--- src/rtl/conv_window_scheduler.sv ---
// Sequences one valid-mode 2-D convolution pass through a single shared MAC:
// fetches each window's taps from feature/weight RAMs, then biases, clamps and streams the result.
module conv_window_scheduler #(
    parameter int IN_BITS       = 8,
    parameter int OUT_BITS      = 32,
    parameter int IMG_W         = 8,
    parameter int IMG_H         = 8,
    parameter int KERNEL_SIZE_W = 3,
    parameter int KERNEL_SIZE_H = 3,
    parameter int RELU_EN       = 1,
    parameter int FEAT_AW       = $clog2(IMG_W * IMG_H),
    parameter int WGT_AW        = $clog2(KERNEL_SIZE_W * KERNEL_SIZE_H)
) (
    input  logic                       clk_i,
    input  logic                       rst_ni,
    input  logic                       start_i,
    input  logic signed [OUT_BITS-1:0] bias_i,
    output logic                       busy_o,
    output logic                       done_o,
    output logic                       feat_rd_o,
    output logic [FEAT_AW-1:0]         feat_addr_o,
    input  logic signed [IN_BITS-1:0]  feat_data_i,
    output logic                       wgt_rd_o,
    output logic [WGT_AW-1:0]          wgt_addr_o,
    input  logic signed [IN_BITS-1:0]  wgt_data_i,
    output logic                       mac_in_valid_o,
    output logic signed [IN_BITS-1:0]  mac_feature_o,
    output logic signed [IN_BITS-1:0]  mac_weight_o,
    input  logic                       mac_valid_i,
    input  logic signed [OUT_BITS-1:0] mac_data_i,
    output logic                       mac_ready_o,
    output logic                       out_valid_o,
    output logic signed [OUT_BITS-1:0] out_data_o,
    output logic                       out_last_o,
    input  logic                       out_ready_i
);

    localparam int OUT_W = IMG_W - KERNEL_SIZE_W + 1;
    localparam int OUT_H = IMG_H - KERNEL_SIZE_H + 1;
    localparam int RW    = $clog2(IMG_H + 1);
    localparam int CW    = $clog2(IMG_W + 1);
    localparam int KRW   = $clog2(KERNEL_SIZE_H + 1);
    localparam int KCW   = $clog2(KERNEL_SIZE_W + 1);

    typedef enum logic [2:0] {IDLE, FETCH, WAIT_MAC, OUTPUT, DONE} state_t;

    state_t                     state_q, state_d;
    logic [RW-1:0]              r_q, r_d;
    logic [CW-1:0]              c_q, c_d;
    logic [KRW-1:0]             kr_q, kr_d;
    logic [KCW-1:0]             kc_q, kc_d;
    logic signed [OUT_BITS-1:0] bias_q, bias_d;
    logic signed [OUT_BITS-1:0] out_data_q, out_data_d;
    logic                       out_valid_q, out_valid_d;
    logic                       out_last_q, out_last_d;
    logic                       feat_rd_q, feat_rd_d;
    logic [FEAT_AW-1:0]         feat_addr_q, feat_addr_d;
    logic [WGT_AW-1:0]          wgt_addr_q, wgt_addr_d;
    logic                       mac_in_valid_q, mac_in_valid_d;
    logic                       mac_ready_q, mac_ready_d;
    logic                       busy_q, busy_d;
    logic                       done_q, done_d;
    logic signed [OUT_BITS-1:0] sum;
    logic                       last_win;

    always_comb begin
        state_d     = state_q;
        r_d         = r_q;
        c_d         = c_q;
        kr_d        = kr_q;
        kc_d        = kc_q;
        bias_d      = bias_q;
        out_data_d  = out_data_q;
        out_valid_d = out_valid_q;
        out_last_d  = out_last_q;
        last_win    = (r_q == RW'(OUT_H - 1)) && (c_q == CW'(OUT_W - 1));
        sum         = mac_data_i + bias_q;
        if (RELU_EN != 0 && sum < 0) begin
            sum = '0;
        end

        case (state_q)
            IDLE: begin
                if (start_i) begin
                    bias_d  = bias_i;
                    r_d     = '0;
                    c_d     = '0;
                    kr_d    = '0;
                    kc_d    = '0;
                    state_d = FETCH;
                end
            end
            FETCH: begin
                if (kc_q == KCW'(KERNEL_SIZE_W - 1)) begin
                    kc_d = '0;
                    if (kr_q == KRW'(KERNEL_SIZE_H - 1)) begin
                        kr_d    = '0;
                        state_d = WAIT_MAC;
                    end else begin
                        kr_d = kr_q + KRW'(1);
                    end
                end else begin
                    kc_d = kc_q + KCW'(1);
                end
            end
            WAIT_MAC: begin
                if (mac_valid_i) begin
                    out_data_d  = sum;
                    out_valid_d = 1'b1;
                    out_last_d  = last_win;
                    state_d     = OUTPUT;
                end
            end
            OUTPUT: begin
                if (out_ready_i) begin
                    out_valid_d = 1'b0;
                    out_last_d  = 1'b0;
                    if (last_win) begin
                        state_d = DONE;
                    end else begin
                        state_d = FETCH;
                        if (c_q == CW'(OUT_W - 1)) begin
                            c_d = '0;
                            r_d = r_q + RW'(1);
                        end else begin
                            c_d = c_q + CW'(1);
                        end
                    end
                end
            end
            DONE:    state_d = IDLE;
            default: state_d = IDLE;
        endcase

        // Outputs are registered from the next-state view so they line up with state_q.
        feat_rd_d      = (state_d == FETCH);
        feat_addr_d    = feat_rd_d ? FEAT_AW'((32'(r_d) + 32'(kr_d)) * IMG_W + 32'(c_d) + 32'(kc_d)) : '0;
        wgt_addr_d     = feat_rd_d ? WGT_AW'(32'(kr_d) * KERNEL_SIZE_W + 32'(kc_d)) : '0;
        mac_in_valid_d = feat_rd_q;
        mac_ready_d    = (state_d == WAIT_MAC);
        busy_d         = (state_d != IDLE);
        done_d         = (state_d == DONE);
    end

    always_ff @(posedge clk_i) begin
        if (!rst_ni) begin
            state_q        <= IDLE;
            r_q            <= '0;
            c_q            <= '0;
            kr_q           <= '0;
            kc_q           <= '0;
            bias_q         <= '0;
            out_data_q     <= '0;
            out_valid_q    <= 1'b0;
            out_last_q     <= 1'b0;
            feat_rd_q      <= 1'b0;
            feat_addr_q    <= '0;
            wgt_addr_q     <= '0;
            mac_in_valid_q <= 1'b0;
            mac_ready_q    <= 1'b0;
            busy_q         <= 1'b0;
            done_q         <= 1'b0;
        end else begin
            state_q        <= state_d;
            r_q            <= r_d;
            c_q            <= c_d;
            kr_q           <= kr_d;
            kc_q           <= kc_d;
            bias_q         <= bias_d;
            out_data_q     <= out_data_d;
            out_valid_q    <= out_valid_d;
            out_last_q     <= out_last_d;
            feat_rd_q      <= feat_rd_d;
            feat_addr_q    <= feat_addr_d;
            wgt_addr_q     <= wgt_addr_d;
            mac_in_valid_q <= mac_in_valid_d;
            mac_ready_q    <= mac_ready_d;
            busy_q         <= busy_d;
            done_q         <= done_d;
        end
    end

    // RAM read data arrives exactly one cycle after the enable, aligned with mac_in_valid_q.
    assign mac_feature_o  = mac_in_valid_q ? feat_data_i : '0;
    assign mac_weight_o   = mac_in_valid_q ? wgt_data_i : '0;
    assign mac_in_valid_o = mac_in_valid_q;
    assign feat_rd_o      = feat_rd_q;
    assign wgt_rd_o       = feat_rd_q;
    assign feat_addr_o    = feat_addr_q;
    assign wgt_addr_o     = wgt_addr_q;
    assign mac_ready_o    = mac_ready_q;
    assign out_valid_o    = out_valid_q;
    assign out_data_o     = out_data_q;
    assign out_last_o     = out_last_q;
    assign busy_o         = busy_q;
    assign done_o         = done_q;

endmodule

--- config.mk ---
export PLATFORM = sky130hd
export DESIGN_NAME = conv_window_scheduler
export DESIGN_NICKNAME = d
export VERILOG_FILES = /design/src/rtl/conv_window_scheduler.sv
export SDC_FILE = /design/constraint.sdc
export NUM_CORES = 1
export LEC_CHECK = 0
export ABC_AREA = 1
export CORE_MARGIN = 5
export CORE_UTILIZATION = 51
export CTS_CLUSTER_SIZE = 28
export DETAILED_ROUTE_END_ITERATION = 10
export PLACE_DENSITY = 0.81
export SKIP_CTS_REPAIR_TIMING = 1
export SLEW_MARGIN = 0
export SYNTH_ARGS = -nofsm -noshare
export SYNTH_HDL_FRONTEND = slang
export SYNTH_SLANG_ARGS = --single-unit
--- constraint.sdc ---
create_clock -name clk_i -period 3.61 [get_ports clk_i]
set_input_delay 0.9025 -clock clk_i [delete_from_list [all_inputs] [get_ports clk_i]]
set_output_delay 0.9025 -clock clk_i [all_outputs]
set_load 0.02 [all_outputs]
### Word-level counts from Yosys, hierarchy flattened

Cells that the tools add are included.

* bits in writable memories: 0
* memories kept: 0
* input port bits: 85
* logic and storage cells: 79
* output and inout bits: 66
* flip-flop bits (word level): 96
* bits in latches: 0
* ROM bits: 0

* add/subtract/negate cells: 9
* reductions and logical operators: 8
* equality and inequality tests: 12
* div/mod/pow operators: 0
* mux-type cells: 32
* multiply operators: 1
* shift operators: 0
* bitwise logic cells: 0
* magnitude comparators: 1

Operators with widths (number)
* adder 32 bit: 1
* < comparator 32 x 1 -> 1 bit, second input constant: 1
* 2-to-1 mux 32 bit: 1
* 2-to-1 mux 4 bit: 8
* 2-to-1 mux 3 bit: 6
* 2-to-1 mux 8 bit: 2
* one-hot mux 4 bit (2 select lines): 2
* one-hot mux 3 bit (4 select lines): 1
* 2-to-1 mux 2 bit: 5
* equality test 3 x 2 -> 1 bit, second input constant: 3
* adder 4 x 1 -> 4 bit, second input constant: 2
* equality test 4 x 3 -> 1 bit, second input constant: 2
* one-hot mux 2 bit (2 select lines): 2
* adder 6 x 2 -> 6 bit: 1
* adder 6 x 4 -> 6 bit: 1
* equality test 3 x 1 -> 1 bit, second input constant: 2
* AND reduction 2 bit: 3
* adder 2 x 1 -> 2 bit, second input constant: 2
* adder 4 x 2 -> 4 bit: 1
* equality test 2 bit, second input constant: 2
* multiplier 2 x 2 -> 4 bit, second input constant: 1
* inequality test 2 bit, second input constant: 2
* one-hot mux 1 bit (2 select lines): 2
* adder 3 x 2 -> 3 bit: 1
* 7 further kinds: 9

### Longest topological paths before layout

Gate-level depths: netlist of run 1.

* depth after elaboration: 8
* depth in mapped cells: 16
* depth with buffers taken out: 16

### Worst setup path before layout of run 1

OpenSTA, ideal clock, no wires.

* path type: input -> register
* start point: in start_i
* end point: reg wgt_addr_q[2], in the netlist wgt_addr_o[2]
* setup time: 0.066 ns
* data arrival time: 2.975 ns
* setup slack: 0.570 ns
* required time: 3.544 ns
* buffers on the path: 0
* stages on the path: 12
* cells stage by stage: inv_1 > nand3_1 > nand2_1 > inv_1 > o21ai_0 > inv_1 > fa_1 > inv_1 > ha_1 > fa_1 > inv_1 > nor2_1

* elaborated cells on any way between the ends: 10
* classes of those cells: add/sub: 1; mul: 1; eq/ne: 1; mux: 6; reduce/logical: 1

RTL lines
* from (decl): RTL line 16 `input logic start_i,`
* 2-to-1 mux 2 bit: RTL line 84 `if (start_i) begin`
* one-hot mux 2 bit (2 select lines): RTL line 82 `case (state_q)`
* net kc_d[1]: RTL line 51 `logic [KCW-1:0] kc_q, kc_d;`
* adder 4 x 2 -> 4 bit: RTL line 138 `wgt_addr_d = feat_rd_d ? WGT_AW'(32'(kr_d) * KERNEL_SIZE_W + 32'(kc_d)) : '0;`
* to (signal assigned): RTL line 175 `wgt_addr_q <= wgt_addr_d;`
* to (decl): RTL line 58 `logic [WGT_AW-1:0] wgt_addr_q, wgt_addr_d;`

The timed path passes the listed nets, and every way through them passes these cells.
A chain may end at the register's enable or synchronous reset.

### Worst setup path in the final report of run 1

Ends and elaborated chain as after synthesis.

==> impl_metrics.env, run 1 <==
export IMPL_drive_above_1_share_pct=7.564
export IMPL_switchingPower_w=0.0009371
export IMPL_cts_tree="done"
export IMPL_finalPower_w=0.002794
export IMPL_synth_edf_count=0
export IMPL_wl_per_cell_um=13.34
export IMPL_synthTopCellsByArea="dfxtp_1 (29%), nand2_1 (17%), inv_1 (9.5%)"
export IMPL_io_buffers=149
export IMPL_outcome="complete, no violations"
export IMPL_crit_fanout=3
export IMPL_finalNetCount=1329
export IMPL_use_met2_pct=41.62
export IMPL_leakage_nw=4.234
export IMPL_dr_first_iter_drc_count=399
export IMPL_grt_max_degree=35
export IMPL_n_antenna_cell=0
export IMPL_p_int_w=0.001857
export IMPL_dieArea_sq_mm=0.01521
export IMPL_overflow=0
export IMPL_grt_pass1_vias=6372
export IMPL_slowest_delay_ps=520
export IMPL_synth_nets=1183
export IMPL_fin_skew_ps=11.46
export IMPL_core_area_sq_mm=0.01262
export IMPL_clock_sinks=95
export IMPL_clock_fmax_ghz=0.3179
export IMPL_grt_first_pass_wirelength_mm=29.59
export IMPL_synth_top_cell_area_share_pct=29.04
export IMPL_seq_area_frac_synth_pct=29.04
export IMPL_clock_latency_ps=360
export IMPL_setup_violations=0
export IMPL_cp_buffers_inverters=6
export IMPL_switching_share_pct=33.54
export IMPL_cp_start_kind="input pin"
export IMPL_grt_busiest_layer="met2"
export IMPL_final_setup_tns_ps=0
export IMPL_endpoint_kind="flop"
export IMPL_post_synth_top_area_cell="dfxtp_1"
export IMPL_clk_pin_slew_ps=70
export IMPL_hold_violations=0
export IMPL_ys_async_sr_fraction_pct=0
export IMPL_area_growth_syn_to_layout_pct=29.86
export IMPL_synth_warnings=0
export IMPL_worstPathCellList="clkdlybuf4s50_1 > inv_1 > nand3_1 > nand2_1 > inv_1 > o21ai_0 > inv_1 > fa_1 > inv_1 > ha_1 > fa_1 > inv_1 > nor2_1"
export IMPL_ys_types=44
export IMPL_setup_ws_ps=464.7
export IMPL_die_y_um=123.3
export IMPL_rsz0062_at_grt="false"
export IMPL_cts_root_buf="clkbuf_16"
export IMPL_routabilityCongestion=0.9211
export IMPL_route_detailed_drc=0
export IMPL_cts_made_buffers=9
export IMPL_dp_hpwl_mm=14.31
export IMPL_cpMaxStageDelayCell="fa_1"
export IMPL_cp_data_arrival_time_ps=3440
export IMPL_routed_wl_mm=18.34
export IMPL_ir_worst_vdd_mv=0.3683
export IMPL_htreeDepth=3
export IMPL_pwr_share_comb_pct=26.3
export IMPL_path_common_cell="inv_1"
export IMPL_pre_cts_ws_ps=129.0
export IMPL_cts_buffer_depth=2
export IMPL_initial_core_util_pct=51.89
export IMPL_required_ps=3900
export IMPL_hold_path_class="flop to flop"
export IMPL_fin_crit_ps=3145
export IMPL_num_vias=6797
export IMPL_syn_area_per_cell_sq_um=6.225
export IMPL_critical_path_top_delay_family="adder cells"
export IMPL_ys_seq_elements=95
export IMPL_dominantRegCellSynth="dfxtp_1"
export IMPL_pwr_share_seq_pct=39.7
export IMPL_grt_antenna_before_repair=0
export IMPL_power_frac_clock_pct=34.0
export IMPL_antenna_left=0
export IMPL_path_class="input pin to flop"
export IMPL_min_period_over_period_pct=87.13
export IMPL_rows=41
export IMPL_synth_area_sq_mm=0.006549
export IMPL_use_met3_pct=5.672
export IMPL_grtUsageTotal_pct=24.45
export IMPL_die_w_um=123.3
export IMPL_maxCapViolations=0
export IMPL_power_density_mw_per_mm2=328.6
export IMPL_netlist_instances=1052
export IMPL_slew_viol_final=0
export IMPL_drt_pass1_iter_count=6
export IMPL_viasPerCell=4.943
export IMPL_num_io_pins=151
export IMPL_grtUsageMet1_pct=30.66
==> cell usage in the layout, fill, tap and decap left out, types with 13 or more instances in the layout <==
cell type        instances
nor2_1                 147
a21oi_1                 62
dfxtp_1                 95
nand3_1                 51
inv_2                   13
inv_1                  165
clkdlybuf4s50_1        149
nand2_1                305
o21ai_0                 49
ha_1                    41
==> power by group through the flow <==
stage | clock, W | combinational (W) | sequential, W
2_1_floorplan | 0 | 0.000492 | 0.00113
3_3_place_gp | 0 | 0.000716 | 0.00113
3_5_place_dp | 0 | 0.000725 | 0.00113
4_1_cts | 0.000965 | 0.000731 | 0.00111
5_1_grt | 0.00102 | 0.000820 | 0.00111
6_report | 0.000950 | 0.000735 | 0.00111
==> tightest hold or removal path: stages, from the launching register on <==
cell,delay [ps]
dfxtp_1,310
nand2_1,60
a21oi_1,50
==> final cells by class <==
cell class	count	area, sq um
fill	1165	4115
multi-input combinational	753	3849
sequential	95	1902
timing repair buffer	161	1582
inverter	178	668.1
clock buffer	9	225.2
tap	172	215.2
clock inverter	7	63.81
==> synthesized netlist by cell type (2+ instances only) <==
master / number
nand2_1: 305
inv_1: 165
nor2_1: 147
dfxtp_1: 95
a21oi_1: 62
nand3_1: 51
o21ai_0: 49
ha_1: 41
clkbuf_1: 17
inv_2: 13
nand2_2: 11
nand3_2: 10
a21oi_2: 8
nand4_1: 8
nor2_2: 7
nor3_1: 6
xnor2_1: 6
fa_1: 5
buf_1: 4
nand2_4: 4
nand3b_1: 3
o211ai_1: 3
or2_2: 3
xor2_1: 3
and2_1: 2
buf_4: 2
nand3b_2: 2
nor4_1: 2
o21ai_1: 2
o21bai_1: 2
==> state kept, by name (all words and copies together) (netlist names), 2 cells and up <==
name / count
out_data_o: 31
kc_q: 2
wgt_addr_o: 4
state_q: 3
r_q: 4
kr_q: 2
feat_addr_o: 6
bias_q: 32
c_q: 4
==> logic make-up after synthesis <==
logic type,after synthesis,share of synthesized area [%]
XOR/XNOR,9,1.204
buffers and inverters,204,12.19
other,1,0.05726
AND/OR/NAND/NOR,565,37.05
adder cells (fa/ha/maj),46,9.362
flip-flops,95,29.04
AO/OA/AOI/OAI,132,11.10
==> path summary, 6_finish.rpt <==
path | cells after the start | end | slack (ps) | start
worst min register to register | 2 | out_data_o[9]$_SDFFE_PN0P_ | 470 | out_data_o[9]$_SDFFE_PN0P_
worst max register to register | 12 | wgt_addr_o[2]$_SDFF_PN0_ | 970 | state_q[1]$_SDFF_PN0_
worst max-delay path | 13 | wgt_addr_o[2]$_SDFF_PN0_ | 460 | start_i
worst min-delay path | 2 | out_data_o[9]$_SDFFE_PN0P_ | 470 | out_data_o[9]$_SDFFE_PN0P_
==> layer usage <==
layer	wire length, um	share of wire (%)	up-vias
met1	8218	45	2992
met3	1470	8.0	31
met5	0	0	-
met2	8287	45	225
li1	-	-	3549
met4	360	2.0	0
==> per-stage QoR <==
step / util (%) / area, sq um / instances / hold slack, ps
CTS: 67.39 / 8504 / 1375 / 467.5
detailed placement: 65.10 / 8215 / 1359 / 456.3
global route: 67.39 / 8504 / 1375 / 482.1
floorplan: - / 6549 / 1052 / 474.5
finish: 67.39 / 8504 / 1375 / 465.6
global placement: 65.10 / 8215 / 1359 / 453.1
(Power assumes the default switching activity.)
==> run 2: changes to the inputs <==
==> constraint.sdc (replaced) <==
create_clock -name clk_i -period 3.1 [get_ports clk_i]
set_input_delay 0.775 -clock clk_i [delete_from_list [all_inputs] [get_ports clk_i]]
set_output_delay 0.775 -clock clk_i [all_outputs]
set_load 0.02 [all_outputs]
==> run 2 against run 1 <==
Count of clock-buffer cells in the layout unchanged; clock power up 38%; via count up 0.40%; largest power group is now the clock network.
==> impl_metrics.env, run 2 (same netlist as run 1, synthesis figures left out) <==
export IMPL_drive_above_1_share_pct=9.002
export IMPL_finalNetCount=1348
export IMPL_rrSetupSlack_ps=510
export IMPL_rr_endpoint="wgt_addr_o[2]$_SDFF_PN0_"
export IMPL_routabilityCongestion=0.9312
export IMPL_final_setup_tns_ps=0
export IMPL_min_period_over_period_pct=91.38
export IMPL_die_y_um=123.3
export IMPL_top_register="bias_q"
export IMPL_core_area_sq_mm=0.01262
export IMPL_cts_root_buf="clkbuf_16"
export IMPL_whs_endpoint="out_data_o[6]$_SDFFE_PN0P_"
export IMPL_routed_wl_mm=18.45
export IMPL_rr_worst_depth=12
export IMPL_cp_data_arrival_time_ps=3110
export IMPL_viasPerCell=4.895
export IMPL_tightestPinTransition_ps=529.1
export IMPL_die_w_um=123.3
export IMPL_cts_tree="done"
export IMPL_cpMaxStageDelayCell="fa_1"
export IMPL_placed_cells=1378
export IMPL_clock_fmax_ghz=0.3530
export IMPL_switchingPower_w=0.001067
export IMPL_grtUsageTotal_pct=24.82
export IMPL_critical_path_top_delay_family="adder cells"
export IMPL_outcome="complete, no violations"
export IMPL_overflow=0
export IMPL_wl_per_cell_um=13.24
export IMPL_maxSlewHeadroom_pct=64.47
export IMPL_area_growth_syn_to_layout_pct=33.01
export IMPL_fin_cells=1394
export IMPL_grt_pass1_vias=6394
export IMPL_dpl_cell_area_sq_mm=0.008358
export IMPL_required_ps=3380
export IMPL_cts_buffer_depth=2
export IMPL_largest_reg_flops=32
export IMPL_multi_input_area_sq_mm=0.003849
export IMPL_cp_start_kind="input pin"
export IMPL_antenna_left=0
export IMPL_hold_path_class="flop to flop"
export IMPL_endpoint_kind="flop"
export IMPL_p_int_w=0.002430
export IMPL_path_class="input pin to flop"
export IMPL_grt_first_pass_wirelength_mm=29.94
export IMPL_slowest_delay_ps=540
export IMPL_dieArea_sq_mm=0.01521
export IMPL_leakage_nw=4.355
export IMPL_mostFrequentLayoutCells="nand2_1 (305), inv_1 (165), clkdlybuf4s50_1 (149), nor2_1 (147), dfxtp_1 (95)"
export IMPL_pwr_share_seq_pct=36.9
export IMPL_htreeDepth=3
export IMPL_fin_skew_ps=10.15
export IMPL_cts_made_buffers=9
export IMPL_hold_depth=2
export IMPL_hold_path_startpoint="out_data_o[6]$_SDFFE_PN0P_"
export IMPL_clock_latency_ps=350
export IMPL_rows=41
export IMPL_dr_first_iter_drc_count=451
export IMPL_fin_crit_ps=2833
export IMPL_nFillCells=1167
export IMPL_maxCapViolations=0
export IMPL_drt_pass1_iter_count=6
export IMPL_power_frac_clock_pct=37.5
export IMPL_rsz0062_at_grt="false"
export IMPL_cp_buffers_inverters=6
export IMPL_initial_core_util_pct=51.89
export IMPL_power_density_mw_per_mm2=401.4
export IMPL_num_vias=6824
export IMPL_setup_violations=0
export IMPL_route_detailed_drc=0
export IMPL_pwr_share_comb_pct=25.6
export IMPL_hold_violations=0
export IMPL_final_area_sq_mm=0.008711
export IMPL_rr_startpoint="state_q[1]$_SDFF_PN0_"
export IMPL_grt_antenna_before_repair=0
export IMPL_crit_fanout=3
export IMPL_slew_viol_final=0
export IMPL_finalPower_w=0.003497
export IMPL_clock_sinks=95
export IMPL_dp_hpwl_mm=14.56
export IMPL_grt_max_degree=42
export IMPL_register_area_sq_mm=0.001902
export IMPL_io_buffers=149
export IMPL_num_io_pins=151
export IMPL_path_common_cell="inv_1"
export IMPL_worstPathCellList="clkdlybuf4s50_1 > inv_1 > nand3_1 > nand2_1 > inv_1 > o21ai_1 > inv_1 > fa_1 > inv_1 > ha_1 > fa_1 > inv_1 > nor2_1"
export IMPL_switching_share_pct=30.51
export IMPL_clk_pin_slew_ps=70
export IMPL_final_common_cell="nand2_1"
export IMPL_ir_worst_vdd_mv=0.3475
export IMPL_n_antenna_cell=0
[run 2: cell types whose count changed in the layout (fill, tap and decap cells not counted)]
cell | before | now
buf_4 | 12 | 31
bufinv_16 | 0 | 3
clkinv_4 | 4 | 2
o21ai_0 | 49 | 47
o21ai_1 | 2 | 4
inv_6 | 2 | 1
[run 2: worst max-delay path by stage]
stage / startpoint / end / slack (ps) / cells after the start
6_report: start_i / wgt_addr_o[2]$_SDFF_PN0_ / 270 / 13
4_1_cts: start_i / wgt_addr_o[2]$_SDFF_PN0_ / 200 / 13
2_1_floorplan: start_i / wgt_addr_o[2]$_SDFF_PN0_ / 190 / 12
3_3_place_gp: start_i / wgt_addr_o[2]$_SDFF_PN0_ / -80 / 13
5_1_grt: start_i / wgt_addr_o[2]$_SDFF_PN0_ / 40 / 13
3_5_place_dp: start_i / wgt_addr_o[2]$_SDFF_PN0_ / -170 / 13
[run 2: per-layer routing]
| layer | track usage [%] | vias to the layer above | wire length (um) |
|---|---|---|---|
| met2 | 42.34 | 233 | 8412 |
| met5 | 0 | - | 0 |
| li1 | - | 3578 | - |
| met1 | 31.38 | 2986 | 8162 |
| met3 | 5.947 | 27 | 1538 |
| met4 | 6.644 | 0 | 340 |
[run 2: worst min-delay path, delay by kind of cell (launching register included)]
| kind | cells | cell delay [ps] |
|---|---|---|
| AO/OA/AOI/OAI | 1 | 60 |
| flip-flops | 1 | 310 |
| AND/OR/NAND/NOR | 1 | 60 |
[run 2: final cells by class]
cell class              instances  area share [%]
inverters                     178           7.670
well taps                     172           2.471
multi-input cells             753           44.18
flip-flops and latches         95           21.83
clock buffers                   9           2.585
clock inverters                 7           1.465
repair buffers                180           19.79
[run 2: power by group through the flow]
stage	sequential, W	combinational, W	clock [W]
5_1_grt	0.00130	0.00100	0.00139
4_1_cts	0.00129	0.000890	0.00134
3_3_place_gp	0.00132	0.000874	0
3_5_place_dp	0.00132	0.000884	0
6_report	0.00129	0.000894	0.00131
2_1_floorplan	0.00132	0.000573	0
[run 2: through the flow]
| step | utilization, % | hold WS (ps) | worst slack, ps |
|---|---|---|---|
| global placement | 66.23 | 452.5 | -80.67 |
| CTS | 69.03 | 466.3 | 200.2 |
| floorplan | - | 474.5 | 187.2 |
| finish | 69.03 | 467.3 | 267.2 |
| global route | 69.03 | 484.3 | 41.82 |
| detailed placement | 66.23 | 455.7 | -167.0 |
==> RTL edit 1, RTL diff (config.mk and constraints of run 2) <==
Change the parameter `IMG_W` from 8 to 16.
--- a/src/rtl/conv_window_scheduler.sv
+++ b/src/rtl/conv_window_scheduler.sv
@@ -4,5 +4,5 @@
     parameter int IN_BITS       = 8,
     parameter int OUT_BITS      = 32,
-    parameter int IMG_W         = 8,
+    parameter int IMG_W         = 16,
     parameter int IMG_H         = 8,
     parameter int KERNEL_SIZE_W = 3,
Ports: changed (resized feat_addr_o); port bits go from 151 to 152. No check against the original RTL was run, so the function may have changed too.
==> RTL edit 1 against run 2 <==
Cell count increased by 3.8%. Area after synthesis is 2.7% higher. Largest cell class unchanged. Clock power shrank 13%. Setup slack lost 53 ps. Critical path depth is 2 higher. Final area increased by 4.0%. Sequential cell count rose by 2. Power fell by 1.9%. Count of clock-buffer cells in the layout grew 2. Wire length grew 4.7%. Via count rose by 3.4%.
==> RTL edit 1: results (changes against run 2) <==
\begin{tabular}{lr}
\hline
Metric & Value \\
\hline
\multicolumn{2}{l}{\textbf{Run status}} \\
Status & complete, no violations (unchanged) \\
\multicolumn{2}{l}{\textbf{Placement}} \\
Port Buf Inserts & 150 (was 149) \\
Post-DP HPWL & 15800 um (was 14600 um) \\
GPL Wtd Cong & 0.984 (was 0.931) \\
Area after DPL & 8700 sq um (was 8360 sq um) \\
\multicolumn{2}{l}{\textbf{Global route}} \\
Largest net degree at the start of global routing & 50 (was 42) \\
Met2 track demand over resource & 40.9\% (was 42.3\%) \\
Via count of the first global-routing pass & 6709 (was 6394) \\
First-pass GRT wire length & 31800 um (was 29900 um) \\
\multicolumn{2}{l}{\textbf{Route}} \\
DRT Wirelength & 19300 um (was 18500 um) \\
Number of DRC markers after the initial detailed-route iteration & 484 (was 451) \\
Iteration count of the initial detailed-routing pass & 7 (was 6) \\
Vias per cell & 4.88 (was 4.90) \\
\multicolumn{2}{l}{\textbf{Critical path}} \\
Worst setup path startpoint & out\_ready\_i (was start\_i) \\
FF-to-FF End & feat\_addr\_o[6] (was wgt\_addr\_o[2]) \\
WP data arrival & 3140 ps (was 3110 ps) \\
Maximum net fanout on the critical path & 2 (was 3) \\
\multicolumn{2}{l}{\textbf{Synthesis}} \\
Proportion of synthesized chip area in sequential cells & 28.9\% (was 29.0\%) \\
Synthesized netlist cell count & 1082 (was 1052) \\
Mapped Nets & 1213 (was 1183) \\
Synth area leaders & sky130\_fd\_sc\_hd\_\_dfxtp\_1 (29\%), sky130\_fd\_sc\_hd\_\_nand2\_1 (17\%), sky130\_fd\_sc\_hd\_\_inv\_1 (10\%), sky130\_fd\_sc\_hd\_\_nor2\_1 (8.8\%), sky130\_fd\_sc\_hd\_\_ha\_1 (7.6\%) (was sky130\_fd\_sc\_hd\_\_dfxtp\_1 (29\%), sky130\_fd\_sc\_hd\_\_nand2\_1 (17\%), sky130\_fd\_sc\_hd\_\_inv\_1 (9.5\%), sky130\_fd\_sc\_hd\_\_nor2\_1 (8.4\%), sky130\_fd\_sc\_hd\_\_ha\_1 (7.8\%)) \\
\multicolumn{2}{l}{\textbf{STA}} \\
Worst hold slack & 461 ps (was 467 ps) \\
Worst Max-Slew Pin Slew & 511 ps (was 529 ps) \\
\multicolumn{2}{l}{\textbf{Power and ir drop}} \\
Static power due to leakage & 4.41 nW (was 4.35 nW) \\
Worst voltage drop across the vdd grid & 0.235 mV (was 0.348 mV) \\
\multicolumn{2}{l}{\textbf{Layout}} \\
Non-Filler Instances & 1447 (was 1394) \\
Ratio of cells with drive above 1 in the final layout & 11.0\% (was 9.00\%) \\
\multicolumn{2}{l}{\textbf{Worst hold path}} \\
Start point of the worst hold path & out\_valid\_o (was out\_data\_o[6]) \\
Worst hold path endpoint & out\_valid\_o (was out\_data\_o[6]) \\
\hline
\end{tabular}
## RTL edit 1: cell type report
cell class | count | area, sq um
fillers | 1146 | 4030
clock buffers | 11 | 243
well taps | 176 | 220
flip-flops and latches | 97 | 1940
clock inverters | 5 | 62.6
repair buffers | 200 | 1920
multi-input cells | 775 | 3990
inverters | 183 | 687
## RTL edit 1: power breakdown
part           leakage (nW)  internal (mW)  switching [mW]  total (mW)
clock                 0.142          0.652           0.490        1.14
combinational          3.48          0.407           0.560       0.967
sequential            0.790           1.29          0.0300        1.32
## RTL edit 1: logic make-up after synthesis
group / Yosys count / share of synthesized area (%)
adder cells (fa/ha/maj): 46 / 9.12
AO/OA/AOI/OAI: 129 / 11.1
buffers and inverters: 210 / 12.2
AND/OR/NAND/NOR: 590 / 37.4
other: 1 / 0.0558
XOR/XNOR: 9 / 1.17
flip-flops: 97 / 28.9
## RTL edit 1: worst max-delay path by stage
| stage | endpoint | slack [ps] | cells past startpoint |
|---|---|---|---|
| 2_1_floorplan | wgt_addr_o[2] | 160 | 12 |
| 3_3_place_gp | feat_addr_o[6] | -200 | 17 |
| 3_5_place_dp | feat_addr_o[6] | -320 | 17 |
| 4_1_cts | feat_addr_o[6] | 20 | 17 |
| 5_1_grt | feat_addr_o[6] | 50 | 17 |
| 6_report | feat_addr_o[6] | 210 | 15 |
## RTL edit 1: layer usage
layer | vias up | wire length, um
met2 | 195 | 8600
li1 | 3711 | -
met1 | 3113 | 9050
met5 | - | 0
met4 | 0 | 487
met3 | 39 | 1180
## RTL edit 1: critical path, stage by stage
cell                              delay [ps]
sky130_fd_sc_hd__clkdlybuf4s50_1         490
sky130_fd_sc_hd__nor2_1                   90
sky130_fd_sc_hd__nor2_4                  110
sky130_fd_sc_hd__nand2_2                  80
sky130_fd_sc_hd__a21oi_2                 140
sky130_fd_sc_hd__inv_1                    70
sky130_fd_sc_hd__o21ai_2                 140
sky130_fd_sc_hd__inv_1                    60
sky130_fd_sc_hd__ha_2                    170
sky130_fd_sc_hd__fa_1                    560
sky130_fd_sc_hd__nand2_1                  60
sky130_fd_sc_hd__inv_1                    50
sky130_fd_sc_hd__nand4_1                 120
sky130_fd_sc_hd__a21oi_1                 170
sky130_fd_sc_hd__nor2_1                   50
## RTL edit 1: metrics by stage
stage	setup slack (ps)	TNS, ps	util, %
2_1_floorplan	155	0	-
3_3_place_gp	-199	-385	66.5
3_5_place_dp	-323	-899	66.5
4_1_cts	17.9	0	68.8
5_1_grt	51.9	0	69.2
6_report	214	0	69.2
==> RTL edit 2, RTL diff (settings of run 2) <==
Made on the original files. `r_q`, `c_q`, `out_data_q`, `feat_addr_q` and `wgt_addr_q` no longer have a reset.
--- a/src/rtl/conv_window_scheduler.sv
+++ b/src/rtl/conv_window_scheduler.sv
@@ -146,15 +146,10 @@
         if (!rst_ni) begin
             state_q        <= IDLE;
-            r_q            <= '0;
-            c_q            <= '0;
             kr_q           <= '0;
             kc_q           <= '0;
             bias_q         <= '0;
-            out_data_q     <= '0;
             out_valid_q    <= 1'b0;
             out_last_q     <= 1'b0;
             feat_rd_q      <= 1'b0;
-            feat_addr_q    <= '0;
-            wgt_addr_q     <= '0;
             mac_in_valid_q <= 1'b0;
             mac_ready_q    <= 1'b0;
@@ -163,15 +158,10 @@
         end else begin
             state_q        <= state_d;
-            r_q            <= r_d;
-            c_q            <= c_d;
             kr_q           <= kr_d;
             kc_q           <= kc_d;
             bias_q         <= bias_d;
-            out_data_q     <= out_data_d;
             out_valid_q    <= out_valid_d;
             out_last_q     <= out_last_d;
             feat_rd_q      <= feat_rd_d;
-            feat_addr_q    <= feat_addr_d;
-            wgt_addr_q     <= wgt_addr_d;
             mac_in_valid_q <= mac_in_valid_d;
             mac_ready_q    <= mac_ready_d;
@@ -179,4 +169,12 @@
             done_q         <= done_d;
         end
+    end
+
+    always_ff @(posedge clk_i) begin
+        r_q         <= r_d;
+        c_q         <= c_d;
+        out_data_q  <= out_data_d;
+        feat_addr_q <= feat_addr_d;
+        wgt_addr_q  <= wgt_addr_d;
     end
 
Check against the original RTL: differs if rst_ni is asserted again (counterexample within 4 cycles, from zero or initial values and one cycle with rst_ni low); with rst_ni held inactive, the same outputs for 10 cycles.
==> RTL edit 2 against run 2 <==
Die area shrank 3.8%. Area after synthesis shrank 4.1%. Sequential cell count up 1. Power is 3.6% higher. Final area shrank 1.6%. Synthesized cell count fell by 15%. Highest routed layer unchanged. Global-route usage decreased by 0.58 points. Setup slack worse by 71 ps. Wire length is 6.5% lower. Critical endpoint unchanged.
==> RTL edit 2: results (changes against run 2) <==
\begin{tabular}{lr}
\hline
Metric & Value \\
\hline
\multicolumn{2}{l}{\textbf{Layout}} \\
Multi-input combinational area share & 39.5\% (was 44.2\%) \\
Clock tree buffer count of the final layout & 13 (was 9) \\
Count of buffers not belonging to the clock network in the layout & 194 (was 180) \\
Non-clock buffer area fraction after layout & 21.5\% (was 19.8\%) \\
Number of non-clock inverters in the layout & 146 (was 178) \\
Fraction of area in clock buffers and inverters & 3.84\% (was 4.05\%) \\
Number of multi-input logic gates & 640 (was 753) \\
Number of fill cells in the layout & 1022 (was 1167) \\
Non-Filler Instances & 1260 (was 1394) \\
\multicolumn{2}{l}{\textbf{Synthesis}} \\
Number of different library cells in the post-synthesis netlist & 45 (was 44) \\
Share of the synthesized area in compound gates (AO/OA/AOI/OAI) & 10.8\% (was 11.1\%) \\
Area share of fa/ha/maj cells after synthesis & 9.77\% (was 9.36\%) \\
Area share of xor/xnor cells in the synthesized design & 2.51\% (was 1.20\%) \\
Number of synthesized flops with an enable pin & 33 (was 0) \\
Multiplexer share of the synthesized area & 0.179\% (was 0\%) \\
\multicolumn{2}{l}{\textbf{Power and ir drop}} \\
Power Dens Cells & 423 nW/um\^{}2 (was 401 nW/um\^{}2) \\
Power in sequential cells & 1.40 mW (was 1.29 mW) \\
Static power due to leakage & 4.20 nW (was 4.35 nW) \\
\multicolumn{2}{l}{\textbf{Global route}} \\
Largest net degree at the start of global routing & 35 (was 42) \\
First-pass GRT wire length & 28300 um (was 29900 um) \\
Via count of the first global-routing pass & 6020 (was 6394) \\
\multicolumn{2}{l}{\textbf{STA}} \\
Worst clock skew & 10.7 ps (was 10.2 ps) \\
\multicolumn{2}{l}{\textbf{Run status}} \\
Status & complete, no violations (unchanged) \\
\multicolumn{2}{l}{\textbf{Placement}} \\
Worst slack at placement & -177 ps (was -167 ps) \\
GPL Wtd Cong & 0.942 (was 0.931) \\
\multicolumn{2}{l}{\textbf{Critical path}} \\
Launching point of the worst reg2reg path & state\_q[2] (was state\_q[1]) \\
\hline
\end{tabular}
[RTL edit 2: cell types whose count changed after synthesis, moves of 13 or more]
cell                       delta
sky130_fd_sc_hd__nand2_1     -97
sky130_fd_sc_hd__edfxtp_1    +33
sky130_fd_sc_hd__dfxtp_1     -32
sky130_fd_sc_hd__inv_1       -23
sky130_fd_sc_hd__a21oi_1     -19
sky130_fd_sc_hd__nand3_1     -16
sky130_fd_sc_hd__o21ai_0     +16
sky130_fd_sc_hd__nor2_2      +13
[RTL edit 2: final timing paths]
path,slack [ps],cells past startpoint,end
max,200,13,wgt_addr_o[2]
min,450,2,mac_in_valid_o
max reg2reg,380,14,wgt_addr_o[2]
min reg2reg,450,2,mac_in_valid_o
[RTL edit 2: layer usage]
layer | global-route usage [%] | up-vias | wire [um]
met1 | 30.1 | 2799 | 7460
met4 | 11.5 | 0 | 654
met5 | 0 | - | 0
met3 | 3.68 | 39 | 751
li1 | - | 3218 | -
met2 | 41.1 | 142 | 8400
